--- src/rtl/cache_pkg.sv ---
// rtl/cache_pkg.sv - default widths and FSM state encoding for the cache refill controller
package cache_pkg;

  localparam int CACHE_DATA_WIDTH         = 32;
  localparam int CACHE_ADDR_WIDTH         = 10;
  localparam int CACHE_INDEX_WIDTH        = 5;
  localparam int CACHE_TAG_WIDTH          = 2;
  localparam int CACHE_BLOCK_OFFSET_WIDTH = 3;

  localparam logic [1:0] ST_IDLE      = 2'd0;
  localparam logic [1:0] ST_WRITEBACK = 2'd1;
  localparam logic [1:0] ST_REFILL    = 2'd2;
  localparam logic [1:0] ST_COMMIT    = 2'd3;

  typedef enum logic [1:0] {
    IDLE      = ST_IDLE,
    WRITEBACK = ST_WRITEBACK,
    REFILL    = ST_REFILL,
    COMMIT    = ST_COMMIT
  } refill_state_e;

endpackage

--- src/rtl/cache_refill_ctrl.sv ---
// rtl/cache_refill_ctrl.sv - write-back cache miss controller (writeback, refill, commit); CACHE_PERF_CNT_EN adds hit/miss counters
module cache_refill_ctrl
  import cache_pkg::*;
#(
  parameter int DATA_WIDTH         = CACHE_DATA_WIDTH,
  parameter int ADDR_WIDTH         = CACHE_ADDR_WIDTH,
  parameter int INDEX_WIDTH        = CACHE_INDEX_WIDTH,
  parameter int TAG_WIDTH          = CACHE_TAG_WIDTH,
  parameter int BLOCK_OFFSET_WIDTH = CACHE_BLOCK_OFFSET_WIDTH
) (
  input  logic                          clk,
  input  logic                          rstn,
  input  logic                          cpu_req,
  input  logic                          cpu_we,
  input  logic [ADDR_WIDTH-1:0]         cpu_addr,
  output logic                          cpu_ready,
  input  logic                          hit,
  input  logic                          line_dirty,
  input  logic [TAG_WIDTH-1:0]          line_tag,
  output logic                          arr_word_we,
  output logic                          arr_fill_we,
  output logic [BLOCK_OFFSET_WIDTH-1:0] arr_offset,
  output logic                          arr_line_done,
  output logic                          mem_req,
  output logic                          mem_we,
  output logic [ADDR_WIDTH-1:0]         mem_addr,
`ifdef CACHE_PERF_CNT_EN
  output logic [31:0]                   hit_cnt,
  output logic [31:0]                   miss_cnt,
`endif
  input  logic                          mem_ack
);

  if (TAG_WIDTH + INDEX_WIDTH + BLOCK_OFFSET_WIDTH != ADDR_WIDTH || DATA_WIDTH < 1) begin : g_bad_cfg
    $error("cache_refill_ctrl: address field widths do not add up to ADDR_WIDTH");
  end

  refill_state_e                 state_q;
  logic [BLOCK_OFFSET_WIDTH-1:0] cnt_q;
  logic [TAG_WIDTH-1:0]          wb_tag_q;
  logic [TAG_WIDTH-1:0]          req_tag_q;
  logic [INDEX_WIDTH-1:0]        index_q;
  logic                          in_idle;
  logic                          miss_entry;
  logic                          last_beat;
  logic                          unused_offset;

  // Word offset is consumed by the array directly; the controller only walks whole lines.
  assign unused_offset = ^cpu_addr[BLOCK_OFFSET_WIDTH-1:0];

  assign in_idle    = (state_q == IDLE);
  assign miss_entry = in_idle && cpu_req && !hit;
  assign last_beat  = (cnt_q == {BLOCK_OFFSET_WIDTH{1'b1}});

  // Line address and victim tag are latched at miss entry so the sequence survives cpu_req dropping.
  always_ff @(posedge clk) begin
    if (!rstn) begin
      state_q   <= IDLE;
      cnt_q     <= '0;
      wb_tag_q  <= '0;
      req_tag_q <= '0;
      index_q   <= '0;
    end else begin
      case (state_q)
        IDLE: begin
          if (miss_entry) begin
            cnt_q     <= '0;
            wb_tag_q  <= line_tag;
            req_tag_q <= cpu_addr[ADDR_WIDTH-1 -: TAG_WIDTH];
            index_q   <= cpu_addr[BLOCK_OFFSET_WIDTH +: INDEX_WIDTH];
            state_q   <= line_dirty ? WRITEBACK : REFILL;
          end
        end
        WRITEBACK: begin
          if (mem_ack) begin
            cnt_q <= cnt_q + 1'b1;
            if (last_beat) state_q <= REFILL;
          end
        end
        REFILL: begin
          if (mem_ack) begin
            cnt_q <= cnt_q + 1'b1;
            if (last_beat) state_q <= COMMIT;
          end
        end
        COMMIT:  state_q <= IDLE;
        default: state_q <= IDLE;
      endcase
    end
  end

  always_comb begin
    cpu_ready     = rstn && in_idle && cpu_req && hit;
    arr_word_we   = cpu_ready && cpu_we;
    mem_req       = (state_q == WRITEBACK) || (state_q == REFILL);
    mem_we        = (state_q == WRITEBACK);
    arr_fill_we   = rstn && (state_q == REFILL) && mem_ack;
    arr_line_done = rstn && (state_q == COMMIT);
    arr_offset    = '0;
    mem_addr      = '0;
    if (state_q == WRITEBACK) begin
      arr_offset = cnt_q;
      mem_addr   = {wb_tag_q, index_q, cnt_q};
    end else if (state_q == REFILL) begin
      arr_offset = cnt_q;
      mem_addr   = {req_tag_q, index_q, cnt_q};
    end
  end

`ifdef CACHE_PERF_CNT_EN
  always_ff @(posedge clk) begin
    if (!rstn) begin
      hit_cnt  <= '0;
      miss_cnt <= '0;
    end else begin
      if (cpu_ready && (hit_cnt != 32'hFFFF_FFFF))
        hit_cnt <= hit_cnt + 32'd1;
      if (miss_entry && (miss_cnt != 32'hFFFF_FFFF))
        miss_cnt <= miss_cnt + 32'd1;
    end
  end
`endif

endmodule

--- config.mk ---
export PLATFORM = sky130hd
export DESIGN_NAME = cache_refill_ctrl
export DESIGN_NICKNAME = d
export VERILOG_FILES = /design/src/rtl/cache_pkg.sv /design/src/rtl/cache_refill_ctrl.sv
export SDC_FILE = /design/constraint.sdc
export NUM_CORES = 1
export LEC_CHECK = 0
export ABC_AREA = 1
export CORE_ASPECT_RATIO = 1.2
export CORE_MARGIN = 4
export CORE_UTILIZATION = 44
export CTS_CLUSTER_SIZE = 20
export DETAILED_ROUTE_END_ITERATION = 8
export PLACE_DENSITY = 0.82
export SYNTH_ARGS = -nofsm -noshare
export SYNTH_HDL_FRONTEND = slang
export SYNTH_SLANG_ARGS = --single-unit
--- constraint.sdc ---
create_clock -name clk -period 3.8 [get_ports clk]
set_input_delay 0.57 -clock clk [delete_from_list [all_inputs] [get_ports clk]]
set_output_delay 0.57 -clock clk [all_outputs]
set_load 0.01 [all_outputs]
== Yosys cells after proc, flatten, opt, wreduce, memory -nomap -nowiden ==
Cells that the tools add are included.
Cells by class
  add/subtract/negate cells: 1
  eq/ne operators: 10
  mux-type cells: 14
  reductions and logical operators: 17
Operators with widths (count)
  2-to-1 mux 10 bit: 2
  2-to-1 mux 2 bit: 6
  2-to-1 mux 3 bit: 4
  logical AND 1 bit: 9
  != test 2 x 1 -> 1 bit (second input constant): 4
  case mux 2 bit (4 select lines): 1
  case mux 3 bit (2 select lines): 1
  AND reduction 5 bit: 1
  equality test 2 bit (second input constant): 2
  != test 2 bit (second input constant): 2
  adder 3 x 1 -> 3 bit (second input constant): 1
  equality test 3 bit (second input constant): 1
  AND reduction 3 bit: 1
  equality test 2 x 1 -> 1 bit (second input constant): 1
  logical NOT 2 bit: 1
  AND reduction 2 bit: 1
  nonzero test 2 bit: 1
  OR reduction 2 bit: 1
  logical NOT 1 bit: 1
  logical OR 1 bit: 1
Word-level totals
  register bits after elaboration: 14
  input port bits: 19
  logic and storage cells: 47

== Depth between registers and ports, before layout ==
Gate-level depths: netlist of run 1.
  word-level depth: 5
  gate-level depth with buffers: 9
  gate-level depth less buffers: 9

== Least setup slack after synthesis of run 1 ==
Ideal clock, no wire load.
  path kind: register to output
  start: register state_q[1]
  end: output port mem_addr[0]
  data arrival time: 1277 ps
  setup slack: 1953 ps
  cell stages (with the launch flop): 8
  path buffers: 1
  cell sequence: dfxtp_1 inv_1 ha_1 inv_1 nand2_1 inv_1 nor2_1 buf_4
On the way
  elaborated cells between the ends (all ways): 4
RTL lines
  start: declaration: line cache_refill_ctrl.sv:38  | refill_state_e state_q;
  start signal: assignment: line cache_refill_ctrl.sv:71  | state_q <= line_dirty ? WRITEBACK : REFILL;
  equality test 2 x 1 -> 1 bit
  named net mem_we: line cache_refill_ctrl.sv:25  | output logic mem_we,
  2-to-1 mux 10 bit: line cache_refill_ctrl.sv:101  | if (state_q == WRITEBACK) begin
  end: declaration: line cache_refill_ctrl.sv:26  | output logic [ADDR_WIDTH-1:0] mem_addr,
The timed path passes the listed nets, and every way through them passes these cells.

== Worst setup path after layout of run 1 ==
  start: input port rstn
  end: output port arr_word_we
On the way
  longest elaborated chain between the ends: 4
RTL lines
  start: declaration: line cache_refill_ctrl.sv:12  | input logic rstn,
  logical AND 1 bit (3 in series): line cache_refill_ctrl.sv:93  | cpu_ready = rstn && in_idle && cpu_req && hit;
  logical AND 1 bit: line cache_refill_ctrl.sv:94  | arr_word_we = cpu_ready && cpu_we;
  end: declaration: line cache_refill_ctrl.sv:20  | output logic arr_word_we,
Every way passes these cells.

==> results.cfg, run 1 <==
[status]
status = complete, no violations

[critical_path]
crit_path_end_kind = output port
arrival_ns = 2.23
cp.required_ns = 3.23
cp_max_fo = 16
r2r_cells = 8
crit_type = in2out
crit_path_start_kind = input pin

[sta]
slew-limit-headroom = 0.791
post-route-period-util = 0.736
rsz0062_at_grt = no
max_freq_mhz = 358
fin_crit_ns = 2.80
fin_skew_ns = 0.00135
hold_violations = 0
fin_ws_ns = 1.00
fin_tns_setup_ns = 0
tightestPinTransition_ns = 0.313
slew_viol_final = 0
setup_viol = 0

[yosys]
synth_top_cell_by_area = dfxtp_1
synth_area_leaders = dfxtp_1 (33%), nand2_1 (10%), nor2_1 (10%)
synth.cell_area_um2 = 860
ys_ff_latch = 14
yosysWarnings = 0
ys_seq_area_frac = 0.326
async_reset_ff_frac = 0
synth-main-ff-cell = dfxtp_1
synth_fp_nets = 149
avgSynthCellArea_um2 = 6.99
synth_top_area_share = 0.326
synthDistinctLibCells = 18
synth_cells = 123
synth_edf_count = 0
synthTopCellsByCount = nand2_1 (24), nor2_1 (24), inv_1 (19), dfxtp_1 (14), a21oi_1 (8)

[routing]
totalWireLength_mm = 1.93
drt_iter0_markers = 7
dr.pass1.iters = 4
vias_per_cell = 4.77
drt-wirelength-per-cell_um = 11.0
drc = 0
via_count = 835
drtAntennaViolNets = 0

[placement]
dp_hpwl_mm = 1.55
placed_cells = 172
placed_cell_area_um2 = 1190
place.gp.congestion = 0.717
io_buffers = 34
dp_slack_ns = 0.988

[global_route]
grt_pass1_wl_mm = 3.31
grt_pass1_vias = 850
antenna_found_initial = 0
grt_max_degree = 17
grt_remaining_overflow = 0
gr-usage-all-layers = 0.148

[clock_network]
postCtsSetupRepairBufs = 0
ctsLongestPathBuffers = 2
numCtsBuffers = 3
cts_tree = built
cts_resized = 0
clockRootBuffer = clkbuf_4
clkSinkCount = 14
clkTransAtPathRegs_ns = 0.08
cts_hold_buf = 0
htreeDepth = 1
insertion_delay_ns = 0.27

[worst_hold_path]
whs_path_depth = 2
min_path_type = reg2reg

[final_layout]
multi_input_area_um2 = 463
nets = 184
drive_gt1_frac = 0.0897
diodes = 0
final_cell_area_um2 = 1210
synthToLayoutAreaGrowth_pct = 41.0
regArea_um2 = 280
fill_cells = 167
finalNonFillerCells = 175

[power_and_ir_drop]
power_density_nw_per_um2 = 630
p_leak_nw = 0.543
totalPowerFinal_w = 0.000763
vdd_drop_max_uv = 367

[die]
rows = 17
core_um2 = 1850
die_height_um = 56.4
io_pins = 38
start_util = 0.465
die_w_um = 48.4
dieArea_um2 = 2730

[run]
maxCapViolCount = 0
final timing paths:
check | end | start | slack [ns]
hold / removal | index_q[4] | index_q[4] | 0.46
setup / recovery | arr_word_we | rstn | 1.00
hold reg to reg | index_q[4] | index_q[4] | 0.46
setup reg to reg | cnt_q[2] | state_q[0] | 2.25
layer usage:
metal / up-vias / share of wire / GRT usage
li1: 443 / - / -
met1: 362 / 0.40 / 0.148
met2: 25 / 0.53 / 0.284
met3: 5 / 0.050 / 0.0318
met4: 0 / 0.013 / 0.0632
met5: - / 0 / 0
where the power goes:
part / leakage, nW / switching (W) / total, W / internal (W)
clock network: 0.0138 / 0.0000464 / 0.0000830 / 0.0000367
registers: 0.115 / 0.0000245 / 0.000211 / 0.000187
logic: 0.414 / 0.000270 / 0.000469 / 0.000200
per-stage QoR:
| stage | util | hold WS, ns |
|---|---|---|
| detailed placement | 0.643 | 0.445 |
| finish | 0.655 | 0.458 |
| global route | 0.655 | 0.482 |
| global placement | 0.643 | 0.440 |
| CTS | 0.655 | 0.458 |
| floorplan | - | 0.427 |
flip-flops by register name, indices dropped and copies added, names as in the netlist:
signal and flops:
state_q 2, cnt_q 3, wb_tag_q 2, index_q 5
req_tag_q 2
kinds of logic (layout without fill, tap and decap cells):
kind of cell / Yosys count / count (layout) / synth area share
AND/OR/NAND/NOR: 57 / 57 / 0.282
buffers and inverters: 25 / 58 / 0.135
AO/OA/AOI/OAI: 20 / 20 / 0.154
flip-flops: 14 / 14 / 0.326
adder cells (fa/ha/maj): 7 / 7 / 0.102
placed cells by master, fill, tap and decap left out:
master | netlist | layout
nor3_2 | 1 | 1
nor2_1 | 24 | 24
and2_1 | 1 | 1
a21oi_1 | 8 | 8
ha_1 | 7 | 7
nand2_1 | 24 | 24
nand2_4 | 1 | 1
o21ai_0 | 5 | 5
nand3_1 | 5 | 5
clkdlybuf4s50_1 | 0 | 34
nand3_2 | 1 | 1
o21a_1 | 1 | 1
o21ai_4 | 1 | 1
inv_2 | 1 | 1
dfxtp_1 | 14 | 14
buf_4 | 4 | 1
o21ai_2 | 5 | 5
clkbuf_4 | 0 | 3
inv_1 | 19 | 19
critical path, cell delays in order:
cell and delay, ns:
clkdlybuf4s50_1 0.45, buf_4 0.21, inv_1 0.09, nor3_2 0.21
and2_1 0.16, clkdlybuf4s50_1 0.53
final cells by class:
class	count	share of cell area
Multi-Input combinational cell	84	0.382
Tap cell	19	0.0196
Timing Repair Buffer	35	0.287
Sequential cell	14	0.231
Inverter	20	0.0619
Clock buffer	3	0.0186
No activity file was read; power rests on OpenSTA's default activity.
==> inputs of run 2 (changes only) <==
- CORE_UTILIZATION: 44 -> 37
- PLACE_DENSITY: 0.82 -> 0.73
- clock period: 3.8 -> 2.3 ns (I/O delays scaled with it)
==> results.cfg, run 2 (synthesis gave the netlist of run 1 again) <==
[status]
status = complete, no violations

[critical_path]
crit_top_cell = inv_2
cp_max_fo = 8
cpMaxStageDelayCell = clkdlybuf4s50_1
timing.critical_path.to = mem_addr[0]
arrival_ns = 1.88
regToRegSetupSlack_ns = 0.95
r2r_cells = 5
crit_chain = inv_2, ha_2, inv_1, nand2_1, inv_2, nor2_1, clkdlybuf4s50_1
crit_type = reg2out
reg2reg_to = index_q[4]
r2r_start = state_q[0]
cp.required_ns = 1.96
crit_path_end_kind = output port
crit_path_start_kind = flop
max_stage_delay_ns = 0.55
crit_start = state_q[0]

[final_layout]
nets = 184
fin_util = 0.592
top_register = index_q
diodes = 0
final_common_cell = clkdlybuf4s50_1
mostFrequentLayoutCells = clkdlybuf4s50_1 (30), nand2_1 (24), nor2_1 (23), inv_1 (16), dfxtp_1 (14)
reg_top3 = index_q: 5 flops, cnt_q: 3 flops
drive_gt1_frac = 0.140
largest_reg_flops = 5
synthToLayoutAreaGrowth_pct = 47.3

[routing]
vias_per_cell = 4.53
drc = 0
totalWireLength_mm = 2.01
via_count = 847
drt-wirelength-per-cell_um = 10.7
dr.pass1.iters = 4
drt_iter0_markers = 14
drtAntennaViolNets = 0

[sta]
rsz0062_at_grt = yes
fin_skew_ns = 0.000830
setup_viol = 0
fin_crit_ns = 2.23
slew_viol_final = 0
slew-limit-headroom = 0.790
fin_ws_ns = 0.0728
post-route-period-util = 0.968
hold_violations = 0
max_freq_mhz = 449
tightestPinTransition_ns = 0.315
fin_tns_setup_ns = 0

[placement]
io_buffers = 34
place.gp.congestion = 0.826
dp_slack_ns = 0.132
dp_hpwl_mm = 1.60

[power_and_ir_drop]
power_density_nw_per_um2 = 1060
p_leak_nw = 0.606
vdd_drop_max_uv = 547

[worst_hold_path]
hold_start = index_q[3]
min_path_type = reg2reg

[run]
maxCapViolCount = 0

[clock_network]
ctsLongestPathBuffers = 2
cts_hold_buf = 0
cts_resized = 6
clockRootBuffer = clkbuf_4
cts_tree = built
numCtsBuffers = 3
htreeDepth = 1
insertion_delay_ns = 0.28
postCtsSetupRepairBufs = 0
clkSinkCount = 14
clkTransAtPathRegs_ns = 0.09

[global_route]
antenna_found_initial = 0
gr-usage-all-layers = 0.147
grt_max_degree = 16
grt_pass1_wl_mm = 3.44
grt_remaining_overflow = 0
grt_pass1_vias = 826

[die]
io_pins = 38
die_w_um = 52
core_um2 = 2140
start_util = 0.402
dieArea_um2 = 3160
die_height_um = 60.8
rows = 18
==> run 2: cell count changes in the layout (fill, tap and decap cells not counted), moves of 2 or more <==
cell and delta:
inv_1 -3, inv_2 +3, dlymetal6s2s_1 +3, ha_2 +2, clkdlybuf4s50_1 -4, ha_1 -3
==> run 2: per-stage QoR <==
step                      std cells  hold slack, ns  instance area, um^2  power [W]
after floorplan                 123           0.427                  860   0.000879
after global placement          183           0.435                 1200    0.00110
after detailed placement        183           0.441                 1200    0.00113
after CTS                       187           0.454                 1250    0.00133
after global routing            187           0.470                 1270    0.00148
final                           187           0.451                 1270    0.00134
==> run 2: final cells by class <==
cell class	instances	area (um^2)
well taps	30	37.5
clock buffers	4	36.3
flip-flops and latches	14	280
inverters	20	75.1
fillers	195	873
repair buffers	35	354
multi-input cells	84	483
==> run 2: routing by layer <==
metal  part of all wire  vias up  track usage
met5                  0        -            0
met4              0.023        0       0.0974
met3              0.036        4       0.0270
met2               0.53       22        0.269
met1               0.41      378        0.152
li1                   -      443            -
==> run 2: power by group <==
part           total, W  internal, W  switching, W  leakage, nW
Sequential     0.000351     0.000309     0.0000426        0.115
Clock          0.000178    0.0000963     0.0000818       0.0210
Combinational  0.000814     0.000362      0.000453        0.469
==> run 2: critical path: cells and delay by family (launching register included) <==
family | cells | cell delay [ns]
adder cells (fa/ha/maj) | 1 | 0.24
buffers and inverters | 4 | 0.80
flip-flops | 1 | 0.34
AND/OR/NAND/NOR | 2 | 0.21
==> run 2: worst min-delay path by stage <==
stage               slack (ns)  cells after the start         end
floorplan                 0.43                      2  index_q[3]
global placement          0.44                      2  index_q[3]
detailed placement        0.44                      2  index_q[3]
CTS                       0.45                      2  index_q[3]
global route              0.47                      2  index_q[0]
finish                    0.45                      2  index_q[3]
==> RTL edit: new RTL, flow settings as in run 2 <==
Build with the macro `CACHE_PERF_CNT_EN` defined.
--- a/src/rtl/cache_refill_ctrl.sv
+++ b/src/rtl/cache_refill_ctrl.sv
@@ -1,2 +1,4 @@
 // rtl/cache_refill_ctrl.sv - write-back cache miss controller (writeback, refill, commit); CACHE_PERF_CNT_EN adds hit/miss counters
+`define CACHE_PERF_CNT_EN
+
 module cache_refill_ctrl
Function (old outputs only; new: hit_cnt and miss_cnt): kept (Yosys induction, for registers that start in step).
==> RTL edit against run 2 <==
Cell area grew to 4.9 times the old value; worst setup slack worse by 0.0056 ns; clock power increased to 8.6 times the old value; non-clock buffer count up 88; global-route usage grew 4.5 points; first-iteration DRC count grew to 18 times the old value; power increased to 2.9 times the old value; sequential cell count grew 64; synthesized area increased to 5.4 times the old value; wire length grew to 6.6 times the old value; hold slack better by 0.00055 ns; largest cell class unchanged.
==> RTL edit: results <==
export IMPL_cts_buffers=9
export IMPL_synth_commonest_cells="206 x nand2_1, 169 x nor2_1, 80 x inv_1, 78 x dfxtp_1, 66 x a21oi_1"
export IMPL_p_switching_mw=1.15
export IMPL_synth_compound_area_share=0.102
export IMPL_ys_seq_area_frac=0.336
export IMPL_ctsHtreeMaxLevel=3
export IMPL_p_int_mw=2.80
export IMPL_path_clk_slew_ns=0.06
export IMPL_powerSeq_mw=1.49
export IMPL_status="finished, final reports clean"
export IMPL_buf_share=0.190
export IMPL_fillers=1249
export IMPL_grt_pass1_wl_um=21800
export IMPL_cts_resized=4
export IMPL_synth_xor_area_share=0.0132
export IMPL_n_clock_buffer=10
export IMPL_clock_latency_ns=0.33
export IMPL_portBuffers=98
export IMPL_drt_pass1_iterations=5
export IMPL_synth_adder_area_share=0.0243
export IMPL_ir_worst_vdd_v=0.000317
export IMPL_power_leader="the clock network"
export IMPL_route_detailed_vias_per_inst=4.82
export IMPL_p_clk_mw=1.53
export IMPL_synth_area_leaders="dfxtp_1 34%, nand2_1 17%, nor2_1 14%"
export IMPL_drt_iter0_drc=247
export IMPL_multi_input_cells=582
export IMPL_worst_pin_slew_ns=0.492
export IMPL_power_leakage_nw=2.56
export IMPL_grt_pass1_vias=4510
export IMPL_clockNetworkAreaShare=0.0505
export IMPL_seq_area_sq_um=1560
export IMPL_reg_top3="hit_cnt (32), miss_cnt (32), index_q (5)"
export IMPL_grt_max_degree=49
export IMPL_finClkSkew_ns=0.00626
export IMPL_ys_types=30
export IMPL_buffers=123
export IMPL_post_route_cells_drive_above_1_share=0.0760
export IMPL_dp_hpwl_um=10100
export IMPL_cts_sinks=78
[RTL edit: stage by stage]
step	area [sq um]	instances	utilization	setup slack (ns)
floorplan	4640	765	-	0.589
global placement	5910	1027	0.485	0.147
detailed placement	5910	1027	0.485	0.134
CTS	6230	1043	0.512	0.00323
global route	6240	1043	0.513	0.00223
finish	6240	1043	0.513	0.0672
[RTL edit: per-layer routing]
metal | up-vias | share of wire | global-route usage
met1 | 2237 | 0.43 | 0.229
li1 | 2641 | - | -
met2 | 129 | 0.50 | 0.338
met4 | 0 | 0.026 | 0.0775
met3 | 25 | 0.046 | 0.0349
met5 | - | 0 | 0
[RTL edit: worst paths after layout]
kind / from / end / slack [ns] / cells after the start
setup / recovery: state_q[1] / mem_addr[8] / 0.07 / 7
hold / removal: index_q[3] / index_q[3] / 0.45 / 2
setup reg to reg: hit_cnt[1] / hit_cnt[11] / 0.27 / 9
hold reg to reg: index_q[3] / index_q[3] / 0.45 / 2
